$ cat config.mk
export PLATFORM = sky130hd
export DESIGN_NAME = pipeline_controller_flat
export DESIGN_NICKNAME = d
export VERILOG_FILES = /design/src/rtl/pipeline_controller_if.sv /design/src/rtl/pipeline_controller.sv /design/src/flat_wrapper.sv
export SDC_FILE = /design/constraint.sdc
export NUM_CORES = 1
export LEC_CHECK = 0
export ABC_CLOCK_PERIOD_IN_PS = 2450
export CORE_MARGIN = 3
export CORE_UTILIZATION = 44
export DETAILED_ROUTE_END_ITERATION = 12
export GPL_ROUTABILITY_DRIVEN = 0
export HOLD_SLACK_MARGIN = 0.15
export MAX_ROUTING_LAYER = met4
export PLACE_DENSITY = 0.84
export SETUP_SLACK_MARGIN = 0.15
export SLEW_MARGIN = 40
export SYNTH_ARGS = -nofsm -noshare
export SYNTH_HDL_FRONTEND = slang
export SYNTH_SLANG_ARGS = --single-unit
$ cat constraint.sdc
create_clock -name clk -period 2.45 [get_ports clk]
set_input_delay 0.49 -clock clk [delete_from_list [all_inputs] [get_ports clk]]
set_output_delay 0.49 -clock clk [all_outputs]
set_load 0.05 [all_outputs]
$ cat src/rtl/pipeline_controller_if.sv
// Control-unit bundle between the ARM pipeline controller and its datapath.
// The controller takes the slave side; the datapath (or a bench) drives the master side.
interface pipeline_controller_if;
    logic [31:0] InstrD;
    logic [3:0]  ALUFlags;
    logic        FlushE;
    logic [1:0]  RegSrcD;
    logic [1:0]  ImmSrcD;
    logic        ALUSrcE;
    logic [2:0]  ALUControlE;
    logic        MemWriteM;
    logic        MemtoRegW;
    logic        RegWriteW;
    logic        PCSrcW;
    logic        RegWriteM;
    logic        MemtoRegE;

    modport slave (
        input  InstrD, ALUFlags, FlushE,
        output RegSrcD, ImmSrcD, ALUSrcE, ALUControlE,
        output MemWriteM, MemtoRegW, RegWriteW, PCSrcW,
        output RegWriteM, MemtoRegE
    );

    modport master (
        output InstrD, ALUFlags, FlushE,
        input  RegSrcD, ImmSrcD, ALUSrcE, ALUControlE,
        input  MemWriteM, MemtoRegW, RegWriteW, PCSrcW,
        input  RegWriteM, MemtoRegE
    );
endinterface

$ cat src/rtl/pipeline_controller.sv
// Control unit for a 5-stage ARM pipeline: decode, E/M/W control pipes,
// NZCV flags and condition-gated side effects.
module pipeline_controller (
    input  logic                  clk,
    input  logic                  reset,
    pipeline_controller_if.slave  ctl
);

    typedef struct packed {
        logic [3:0] cond;
        logic       pcs;
        logic       reg_write;
        logic       mem_to_reg;
        logic       mem_write;
        logic       branch;
        logic       alu_src;
        logic [2:0] alu_ctrl;
        logic [1:0] flag_write;
    } ctl_e_t;

    typedef struct packed {
        logic reg_write;
        logic mem_to_reg;
        logic mem_write;
        logic pc_src;
    } ctl_m_t;

    typedef struct packed {
        logic reg_write;
        logic mem_to_reg;
        logic pc_src;
    } ctl_w_t;

    logic [1:0] op;
    logic [5:0] funct;
    logic [3:0] rd;
    ctl_e_t     dec;
    logic [1:0] reg_src;

    ctl_e_t     e_d, e_q;
    ctl_m_t     m_d, m_q;
    ctl_w_t     w_d, w_q;
    logic [3:0] flags_d, flags_q;
    logic       cond_ex;

    assign op    = ctl.InstrD[27:26];
    assign funct = ctl.InstrD[25:20];
    assign rd    = ctl.InstrD[15:12];

    always_comb begin
        dec      = '0;
        reg_src  = 2'b00;
        dec.cond = ctl.InstrD[31:28];
        unique case (op)
            2'b00: begin
                dec.alu_src   = funct[5];
                dec.reg_write = 1'b1;
                case (funct[4:1])
                    4'b0100: begin
                        dec.alu_ctrl   = 3'b000;
                        dec.flag_write = {2{funct[0]}};
                    end
                    4'b0010: begin
                        dec.alu_ctrl   = 3'b001;
                        dec.flag_write = {2{funct[0]}};
                    end
                    4'b0000: begin
                        dec.alu_ctrl   = 3'b010;
                        dec.flag_write = {funct[0], 1'b0};
                    end
                    4'b1100: begin
                        dec.alu_ctrl   = 3'b011;
                        dec.flag_write = {funct[0], 1'b0};
                    end
                    4'b1010: begin
                        dec.alu_ctrl   = 3'b001;
                        dec.reg_write  = 1'b0;
                        dec.flag_write = 2'b11;
                    end
                    default: ;
                endcase
            end
            2'b01: begin
                dec.alu_src = 1'b1;
                if (funct[0]) begin
                    dec.reg_write  = 1'b1;
                    dec.mem_to_reg = 1'b1;
                end else begin
                    dec.mem_write = 1'b1;
                    reg_src[1]    = 1'b1;
                end
            end
            2'b10: begin
                dec.branch  = 1'b1;
                dec.alu_src = 1'b1;
                reg_src[0]  = 1'b1;
            end
            default: ;
        endcase
        // Writing R15 through the register file is a jump as well
        dec.pcs = ((rd == 4'hF) & dec.reg_write) | dec.branch;
    end

    assign ctl.RegSrcD = reg_src;
    assign ctl.ImmSrcD = op;

    always_comb begin
        logic n, z, c, v;
        {n, z, c, v} = flags_q;
        cond_ex = 1'b0;
        case (e_q.cond)
            4'h0: cond_ex = z;
            4'h1: cond_ex = ~z;
            4'h2: cond_ex = c;
            4'h3: cond_ex = ~c;
            4'h4: cond_ex = n;
            4'h5: cond_ex = ~n;
            4'h6: cond_ex = v;
            4'h7: cond_ex = ~v;
            4'h8: cond_ex = c & ~z;
            4'h9: cond_ex = ~c | z;
            4'hA: cond_ex = (n == v);
            4'hB: cond_ex = (n != v);
            4'hC: cond_ex = ~z & (n == v);
            4'hD: cond_ex = z | (n != v);
            4'hE: cond_ex = 1'b1;
            default: cond_ex = 1'b0;
        endcase
    end

    always_comb begin
        e_d = ctl.FlushE ? '0 : dec;

        m_d.reg_write  = e_q.reg_write & cond_ex;
        m_d.mem_to_reg = e_q.mem_to_reg;
        m_d.mem_write  = e_q.mem_write & cond_ex;
        m_d.pc_src     = (e_q.pcs | e_q.branch) & cond_ex;

        w_d.reg_write  = m_q.reg_write;
        w_d.mem_to_reg = m_q.mem_to_reg;
        w_d.pc_src     = m_q.pc_src;

        // Flags written at end of E, so the next instr sees them
        flags_d = flags_q;
        if (e_q.flag_write[1] & cond_ex)
            flags_d[3:2] = ctl.ALUFlags[3:2];
        if (e_q.flag_write[0] & cond_ex)
            flags_d[1:0] = ctl.ALUFlags[1:0];
    end

    always_ff @(posedge clk) begin
        if (!reset) begin
            e_q     <= '0;
            m_q     <= '0;
            w_q     <= '0;
            flags_q <= '0;
        end else begin
            e_q     <= e_d;
            m_q     <= m_d;
            w_q     <= w_d;
            flags_q <= flags_d;
        end
    end

    assign ctl.ALUSrcE     = e_q.alu_src;
    assign ctl.ALUControlE = e_q.alu_ctrl;
    assign ctl.MemtoRegE   = e_q.mem_to_reg;
    assign ctl.MemWriteM   = m_q.mem_write;
    assign ctl.RegWriteM   = m_q.reg_write;
    assign ctl.MemtoRegW   = w_q.mem_to_reg;
    assign ctl.RegWriteW   = w_q.reg_write;
    assign ctl.PCSrcW      = w_q.pc_src;

endmodule

$ cat src/flat_wrapper.sv
// flat-port wrapper written by rule: the top's interface ports become plain ports
module pipeline_controller_flat 
  (clk, reset, ctl_InstrD, ctl_ALUFlags, ctl_FlushE, ctl_RegSrcD, ctl_ImmSrcD, ctl_ALUSrcE, ctl_ALUControlE, ctl_MemWriteM, ctl_MemtoRegW, ctl_RegWriteW, ctl_PCSrcW, ctl_RegWriteM, ctl_MemtoRegE);
  pipeline_controller_if ctl_i ();
  input  logic clk;
  input  logic reset;
  input wire logic [$bits(ctl_i.InstrD)-1:0] ctl_InstrD;
  input wire logic [$bits(ctl_i.ALUFlags)-1:0] ctl_ALUFlags;
  input wire logic [$bits(ctl_i.FlushE)-1:0] ctl_FlushE;
  output wire logic [$bits(ctl_i.RegSrcD)-1:0] ctl_RegSrcD;
  output wire logic [$bits(ctl_i.ImmSrcD)-1:0] ctl_ImmSrcD;
  output wire logic [$bits(ctl_i.ALUSrcE)-1:0] ctl_ALUSrcE;
  output wire logic [$bits(ctl_i.ALUControlE)-1:0] ctl_ALUControlE;
  output wire logic [$bits(ctl_i.MemWriteM)-1:0] ctl_MemWriteM;
  output wire logic [$bits(ctl_i.MemtoRegW)-1:0] ctl_MemtoRegW;
  output wire logic [$bits(ctl_i.RegWriteW)-1:0] ctl_RegWriteW;
  output wire logic [$bits(ctl_i.PCSrcW)-1:0] ctl_PCSrcW;
  output wire logic [$bits(ctl_i.RegWriteM)-1:0] ctl_RegWriteM;
  output wire logic [$bits(ctl_i.MemtoRegE)-1:0] ctl_MemtoRegE;
  assign ctl_i.InstrD = ctl_InstrD;
  assign ctl_i.ALUFlags = ctl_ALUFlags;
  assign ctl_i.FlushE = ctl_FlushE;
  assign ctl_RegSrcD = ctl_i.RegSrcD;
  assign ctl_ImmSrcD = ctl_i.ImmSrcD;
  assign ctl_ALUSrcE = ctl_i.ALUSrcE;
  assign ctl_ALUControlE = ctl_i.ALUControlE;
  assign ctl_MemWriteM = ctl_i.MemWriteM;
  assign ctl_MemtoRegW = ctl_i.MemtoRegW;
  assign ctl_RegWriteW = ctl_i.RegWriteW;
  assign ctl_PCSrcW = ctl_i.PCSrcW;
  assign ctl_RegWriteM = ctl_i.RegWriteM;
  assign ctl_MemtoRegE = ctl_i.MemtoRegE;
  pipeline_controller u_core (.clk(clk), .reset(reset), .ctl(ctl_i));
endmodule
==> flow_metrics.tcl <==
set metrics [dict create \
    antenna_found_initial 0 \
    ctsResizeCount 0 \
    dp_hpwl_um 1950 \
    cts_buffers 3 \
    port_buffers 35 \
    cp.arrival_ps 1640 \
    vdd_drop_max_v 0.000329 \
    fin_crit_ps 2130 \
    cts_tree "done" \
    grt_max_degree 17 \
    n_fill_cell 187 \
    dieArea_mm2 0.00329 \
    p_sw_share_pct 25.8 \
    leakage_nw 0.614 \
    path_buf_inv 3 \
    max_freq_mhz 468 \
    cp_max_fo 4 \
    synth_area_leader_cell "dfxtp_1" \
    ys.warnings.count 0 \
    critPathKind "in2out" \
    post-synth-top-count-cell "dfxtp_1" \
    tns_ps 0 \
    rsz0062_at_grt "false" \
    grt_pass1_wl_um 4080 \
    hp-class "reg2reg" \
    tightest_slew_ps 516 \
    h-tree-depth 1 \
    cp-end-kind "output port" \
    hold_viol 0 \
    die_w_um 57.4 \
    syn_nets 167 \
    status "finished clean" \
    synth_common_cells "dfxtp_1, and2_1, nand2_1" \
    vias_per_cell 5.29 \
    rows 17 \
    synth_top_area_share_pct 43.1 \
    drive_gt1_share_pct 8.92 \
    slew_headroom_pct 65.5 \
    path_delay_family "buffers and inverters" \
    fin_nets 201 \
    ant_nets 0 \
    track_usage_pct 16.2 \
    ys_seq_area_share_pct 43.1 \
    insertion_delay_ps 330 \
    maxCapViolations 0 \
    synthTopCellsByArea "dfxtp_1, and2_1, ha_1" \
    postLayoutCoreUtil_pct 65.9 \
    drt_drc_violations_left 0 \
    syn_inst 124 \
    ys_ff_latch 25 \
    chipHeight_um 57.4 \
    wl_um 2400 \
    clk_pin_slew_ps 140 \
    synth_ff_type "dfxtp_1" \
    seq_power_share_pct 58.1 \
    grt-ovfl-total 0 \
    cts.sinks 25 \
    power_density_mw_per_mm2 465 \
    p_switching_uw 187 \
    syn_to_final_growth_pct 33.9 \
    startpoint_type "input pin" \
    wire_per_inst_um 13.0 \
    start_util_pct 49.2 \
    ctsHoldBuffers 0 \
    finalSetupViolCount 0 \
    first_pass_iters 4 \
    synthArstFlopShare_pct 0 \
    diodes 0 \
    finClkSkew_ps 12.0 \
    pwr-share-comb_pct 16.0 \
    io_pins 53 \
    p_clk_share_pct 25.9 \
    design.core.area_mm2 0.00236 \
    vias 979 \
    syn_area_mm2 0.00116 \
    min_period_over_period_pct 87.1 \
    syn_avg_cell_area_um2 9.37 \
    slowest_stage "clkdlybuf4s50_1" \
    post-cts-setup-buffers 0 \
    path_cells "clkdlybuf4s50_1, inv_1, ha_1, nor2b_2, buf_12" \
    ys_types 37 \
    cts_buffer_depth 2 \
    clock-root-buffer "clkbuf_4" \
    required_ps 1960 \
    finalPower_uw 723 \
    crit_path_max_incr_delay_ps 530 \
    p_int_uw 537 \
    synth_edf_count 0 \
    grt_pass1_vias 1006 \
    drt_iter0_markers 17 \
    maxSlewViolCount 0 \
]
==> final timing paths <==
kind                                        endpoint  slack, ps  cells after the start            from
worst max-delay path                  ctl_RegSrcD[1]        320                      5  ctl_InstrD[27]
worst max register to register     u_core.flags_q[2]        630                      5  u_core.e_q[14]
worst min register to register  u_core.ctl.MemtoRegW        460                      1   u_core.m_q[2]
worst min-delay path            u_core.ctl.MemtoRegW        460                      1   u_core.m_q[2]
==> through the flow <==
step                      cells  setup slack, ps  area (um2)  hold WS (ps)
after CTS                   185              218        1550           467
after detailed placement    181              237        1520           435
after floorplan             124              518        1160           412
after global placement      181              292        1520           415
after global routing        185              226        1560           478
final                       185              315        1560           462
==> cells in the final DEF (no fill, tap or decap), types with 4 or more instances in the layout <==
cell type,instances
nor3_1,4
nand2_1,10
and2_1,10
nand3b_1,5
mux2i_1,5
buf_4,4
a21oi_1,5
and3_1,5
inv_1,5
clkdlybuf4s50_1,31
dfxtp_1,25
ha_1,4
nor2_1,7
==> state kept, by name (all words and copies together) (netlist names), 2 cells and up <==
register	count
u_core.e_q	10
u_core.flags_q	4
u_core.ctl.ALUControlE	2
u_core.m_q	2
==> routing by layer <==
metal	wire [um]	share of wire [%]	up-vias	GRT usage, %
li1	-	-	489	-
met1	958	40	457	16.4
met2	1280	53	28	29.0
met3	113	4.7	5	3.17
met4	51	2.1	0	8.61
met5	0	0	-	-
==> power groups by stage <==
stage                     clock (mW)  combinational [mW]  sequential (mW)
after floorplan                    0              0.0542            0.431
after global placement             0               0.112            0.428
after detailed placement           0               0.115            0.429
after CTS                      0.191               0.116            0.420
after global routing           0.206               0.125            0.422
final                          0.187               0.116            0.420
==> logic make-up (layout without fill, tap and decap cells) <==
| group | Yosys count | in the layout | synth area share (%) |
|---|---|---|---|
| AOI/OAI and AO/OA | 16 | 16 | 10.7 |
| xor gates and xnor gates | 4 | 4 | 3.01 |
| adders and majority gates | 4 | 4 | 4.31 |
| buffers and inverters | 13 | 46 | 6.24 |
| DFF | 25 | 25 | 43.1 |
| muxes | 5 | 5 | 4.31 |
| other | 1 | 1 | 0.323 |
| and+or+nand+nor | 56 | 56 | 28.1 |
==> cell type report <==
class / count / area, um2 / area share [%]
flip-flops and latches: 25 / 500 / 32.2
repair buffers: 37 / 380 / 24.4
inverters: 5 / 18.8 / 1.21
well taps: 28 / 35.0 / 2.25
multi-input cells: 86 / 592 / 38.0
clock inverters: 1 / 7.51 / 0.482
clock buffers: 3 / 22.5 / 1.45
Power figures use the tool's default switching activity.
